--- config.mk ---
export PLATFORM = sky130hd
export DESIGN_NAME = sort9_stream
export DESIGN_NICKNAME = d
export VERILOG_FILES = /design/src/rtl/sort9_stream.sv
export SDC_FILE = /design/constraint.sdc
export NUM_CORES = 2
export LEC_CHECK = 0
export CAP_MARGIN = 25
export CORE_MARGIN = 2
export CORE_UTILIZATION = 36
export CTS_CLUSTER_DIAMETER = 30
export DETAILED_ROUTE_END_ITERATION = 16
export SLEW_MARGIN = 20
export SYNTH_ARGS = -nofsm -noshare
export SYNTH_HDL_FRONTEND = slang
export SYNTH_SLANG_ARGS = --single-unit
--- constraint.sdc ---
create_clock -name clk -period 2.71 [get_ports clk]
set_input_delay 0.542 -clock clk [delete_from_list [all_inputs] [get_ports clk]]
set_output_delay 0.542 -clock clk [all_outputs]
set_load 0.005 [all_outputs]
--- src/rtl/sort9_stream.sv ---
// Streaming 9-element sorter: an 11-stage odd-even transposition network with a valid/ready handshake.
// Optional macro SORT9_STREAM_STATS_EN adds a 16-bit out_count of completed output handshakes.
module sort9_stream #(
   parameter int W       = 8,
   parameter int SIGNED  = 0,
   parameter int DESCEND = 0
) (
   input  logic             clk,
   input  logic             rst_n,
   input  logic             in_valid,
   output logic             in_ready,
   input  logic [9*W-1:0]   in_data,
   output logic             out_valid,
   input  logic             out_ready,
   output logic [9*W-1:0]   out_sorted,
   output logic [W-1:0]     out_median,
   output logic [W-1:0]     out_min,
`ifdef SORT9_STREAM_STATS_EN
   output logic [15:0]      out_count,
`endif
   output logic [W-1:0]     out_max
);

   localparam int STAGES = 11;
   localparam int N      = 9;

   logic             en;
   logic [W-1:0]     stage_q [STAGES][N];
   logic             stage_v [STAGES];
   logic [W-1:0]     net_in  [STAGES][N];
   logic [W-1:0]     net_out [STAGES][N];
   logic [W-1:0]     med_q;
   logic [W-1:0]     min_q;
   logic [W-1:0]     max_q;

   // True when a must be placed after b in the output order.
   function automatic logic out_of_order(input logic [W-1:0] a, input logic [W-1:0] b);
      logic gt_ab;
      logic gt_ba;
      if (SIGNED != 0) begin
         gt_ab = $signed(a) > $signed(b);
         gt_ba = $signed(b) > $signed(a);
      end else begin
         gt_ab = a > b;
         gt_ba = b > a;
      end
      return (DESCEND != 0) ? gt_ba : gt_ab;
   endfunction

   assign en        = !out_valid || out_ready;
   assign in_ready  = en;
   assign out_valid = stage_v[STAGES-1];

   // Even stages compare pairs (0,1),(2,3).. and odd stages (1,2),(3,4)..;
   // nine rounds fully sort nine elements, the last two rounds are no-ops on sorted data.
   for (genvar s = 0; s < STAGES; s++) begin : g_stage
      for (genvar k = 0; k < N; k++) begin : g_elem
         if (s == 0) begin : g_src_in
            assign net_in[s][k] = in_data[k*W +: W];
         end else begin : g_src_q
            assign net_in[s][k] = stage_q[s-1][k];
         end

         if (k >= (s % 2) && ((k - (s % 2)) % 2) == 0 && k < N-1) begin : g_lo
            assign net_out[s][k] = out_of_order(net_in[s][k], net_in[s][k+1])
                                 ? net_in[s][k+1] : net_in[s][k];
         end else if (k >= (s % 2) + 1 && ((k - (s % 2) - 1) % 2) == 0) begin : g_hi
            assign net_out[s][k] = out_of_order(net_in[s][k-1], net_in[s][k])
                                 ? net_in[s][k-1] : net_in[s][k];
         end else begin : g_pass
            assign net_out[s][k] = net_in[s][k];
         end
      end
   end

   // Whole pipeline advances together on en; min/median/max are taken from the
   // final stage's network outputs so they land in the same cycle as out_sorted.
   always_ff @(posedge clk or negedge rst_n) begin
      if (!rst_n) begin
         for (int s = 0; s < STAGES; s++) begin
            stage_v[s] <= 1'b0;
            for (int k = 0; k < N; k++) begin
               stage_q[s][k] <= '0;
            end
         end
         med_q <= '0;
         min_q <= '0;
         max_q <= '0;
      end else if (en) begin
         stage_v[0] <= in_valid;
         for (int s = 1; s < STAGES; s++) begin
            stage_v[s] <= stage_v[s-1];
         end
         for (int s = 0; s < STAGES; s++) begin
            for (int k = 0; k < N; k++) begin
               stage_q[s][k] <= net_out[s][k];
            end
         end
         med_q <= net_out[STAGES-1][4];
         min_q <= (DESCEND != 0) ? net_out[STAGES-1][N-1] : net_out[STAGES-1][0];
         max_q <= (DESCEND != 0) ? net_out[STAGES-1][0]   : net_out[STAGES-1][N-1];
      end
   end

   always_comb begin
      out_sorted = '0;
      for (int k = 0; k < N; k++) begin
         out_sorted[k*W +: W] = stage_q[STAGES-1][k];
      end
   end

   assign out_median = med_q;
   assign out_min    = min_q;
   assign out_max    = max_q;

`ifdef SORT9_STREAM_STATS_EN
   logic [15:0] count_q;

   // Counts completed output handshakes, wrapping naturally at 16 bits.
   always_ff @(posedge clk or negedge rst_n) begin
      if (!rst_n) begin
         count_q <= '0;
      end else if (out_valid && out_ready) begin
         count_q <= count_q + 16'd1;
      end
   end

   assign out_count = count_q;
`endif

endmodule

==> metrics.md <==
| Metric | Value |
|---|---|
| Status | finished, final reports clean |
| WP data required | 3.34 ns |
| Initial antenna violation count | 5 |
| Mapped Avg Cell Area | 8.63 um^2 |
| # IOs | 174 |
| Slew of the pin with the lowest slew margin | 0.840 ns |
| Cell variety after synth | 27 |
| Cell accounting for the most synthesized area | dfrtp_1 |
| Leak | ~31 nW |
| RSZ-0062 raised after global routing | false |
| Post-synth EDFFs | 0 |
| Met1 Usage GRT | 0.309 |
| Root Buffer | clkbuf_16 |
| Vias per cell | 5.65 |
| CP max FO | 16 |
| Drt drc | 0 |
| Clock Latency Late Sink | 0.81 ns |
| GRT Overall Usage | 0.221 |
| Vias | 46.9k |
| Initial Util | 0.362 |
| Most frequent cells in the layout | 803 x dfrtp_1, 704 x and3_1, 704 x a31oi_1 |
| CTS clk-pin slew, worst paths | 0.04 ns |
| Max_cap viols | 0 |
| Die area | 147000 um^2 |
| Gate Count Post-Synth | between 6k and 7k |
| Number of global-route vias before repair | between 40k and 50k |
| Syn_nets | 6432 |
| Number of detailed-route iterations in the first pass | 7 |
| Most common cell after layout, fill and taps aside | dfrtp_1 |
| CP Capture Type | flop |
| GR peak layer | met2 |
| Setup TNS | 0 ns |
| Layout cells sized above 1 | 0.119 |
| Met2 Use GR | 0.339 |
| Layout Utilization | 0.446 |
| Worst slew margin | 0.437 |
| Largest net degree at the start of global routing | 157 |
| Final Worst Setup Slack | 0.0810 ns |
| Final Setup Violations | 0 |
| Worst EP arrival | 3.25 ns |
| Worst setup path class | reg2reg |
| Ant diodes | 0 |
| Core region area | 143000 um^2 |
| Mapped cell area | 51800 um^2 |
| Fmax | 0.380 GHz |
| Port buffer count | 173 |
| Synthesis Warnings | 0 |
| WL/cell | 19.9 um |
| Top post-synthesis cells by area | dfrtp_1 39%, a31oi_1 8.5%, and3_1 8.5%, ha_1 8.5%, and2_1 5.6% |
| Async set-reset flop share out of synthesis | 1.00 |
| Top cell type's share of synthesized area | 0.388 |
| Hold WC Path Type | in2reg |
| CTS tree | yes |
| Final Hold Viols | 0 |
| Worst-case clock buffer depth | 3 |
| Layout Area Growth over Synthesis | 23.2% |
| Fin nets | 6667 |
| Total global routing overflow | 0 |
| Dpl hpwl | 119 mm |
| Hold Buf Count CTS | 1 |
| Max VDD drop | 0.000781 V |
| CTS Buf Count | 197 |
| GR Layer Usage met3 | 0.0417 |
| Final Power | between 80 and 90 mW |
| 1st-iter DRT viols | roughly 4.0k |
| Part of the cycle the worst path needs | 0.970 |
| First-pass GRT wire length | about 260 mm |
| Final min period | 2.63 ns |
| Sequential cell area fraction in the yosys report | 0.388 |
| Post-Route WL | approximately 170 mm |
| Synth Flop Type | dfrtp_1 |
| Max-slew violations | 0 |
| P per Cell Area | 1310 nW/um^2 |
| Clock H-tree levels | 4 |
| Final Skew | between 0.02 and 0.03 ns |
| CTS Sinks | 803 |
| Number of synthesized register bits | 803 |
| Post-cts sizing count | 0 |
| Place WS | -0.377 ns |
| Postcts setup bufs | 0 |
| Final ANT Viol Nets | 0 |
| Chip width | 383 um |
| Core Rows | 139 |
| CP Launch Type | flop |
| GP Congestion | between 0.9 and 1 |
| Die H | 383 um |
==> final timing paths <==
| path | from | end | slack [ns] | cells past startpoint |
|---|---|---|---|---|
| min in group asynchronous | rst_n | out_sorted[31] | 0.33 | 2 |
| max in group asynchronous | rst_n | net_in[420] | 1.45 | 3 |
| min | in_valid | stage_v[10] | 0.31 | 3 |
| min reg2reg | net_in[290] | net_in[218] | 0.44 | 2 |
| max reg2reg | net_in[693] | net_in[620] | 0.08 | 6 |
| max | net_in[693] | net_in[620] | 0.08 | 6 |
==> cells by family (layout without fill, tap and decap cells) <==
kind of cell | count (synthesis) | in the layout | share of synthesized area
adder cells (fa/ha/maj) | 352 | 352 | 0.0850
buffers and inverters | 853 | 1248 | 0.0728
AO/OA/AOI/OAI | 1800 | 1800 | 0.226
AND/OR/NAND/NOR | 2196 | 2196 | 0.229
flip-flops | 803 | 803 | 0.388
==> final cells by class <==
type | count | area [um^2]
sequential | 803 | 20100
inverter | 353 | 1330
clock inverter | 107 | 1560
fill | 13840 | 79500
multi-input combinational | 4348 | 28000
clock buffer | 252 | 5500
tap | 1903 | 2380
timing repair buffer | 536 | 4950
==> through the flow <==
stage	cell area (um^2)	cells	hold slack, ns
6_report	63800	8302	0.308
5_1_grt	63800	8302	0.316
3_3_place_gp	56600	7930	0.449
2_1_floorplan	51800	6004	0.246
4_1_cts	63800	8302	0.264
3_5_place_dp	56800	7942	0.453
==> synth_stat cells (122+ instances only) <==
cell,instances
buf_2,122
and3_1,704
o31ai_1,352
o21ai_0,348
a31oi_1,704
nor2_1,280
nand2_1,566
inv_1,352
and2_1,468
dfrtp_1,803
clkbuf_1,265
ha_1,352
==> power by group <==
| group | switching, mW | internal [mW] | leakage [nW] |
|---|---|---|---|
| clock | 7.45 | 17.5 | 3.44 |
| combinational | 24.8 | 14.3 | 16.9 |
| sequential | 3.67 | 16.0 | 10.6 |
| total | 35.9 | 47.8 | 30.9 |
==> per-layer routing <==
layer | up-vias | routed length (um)
li1 | 22200 | -
met1 | 22780 | 75400
met2 | 1577 | 73500
met3 | 339 | 11400
met4 | 8 | 4910
met5 | - | 87
==> critical path, cell delays in order (launching register included) <==
cell and delay (ns):
dfrtp_1 0.59, ha_1 0.33, a211o_1 0.29, a21oi_2 0.16
or3b_1 0.65, a31oi_1 0.31, o21ai_0 0.11
==> sequential cells by signal, indices dropped and copies added (netlist names) <==
signal      count
stage_v        10
out_valid       1
net_in        720
out_sorted     72
Note: power is estimated with default switching activity, not from simulation.
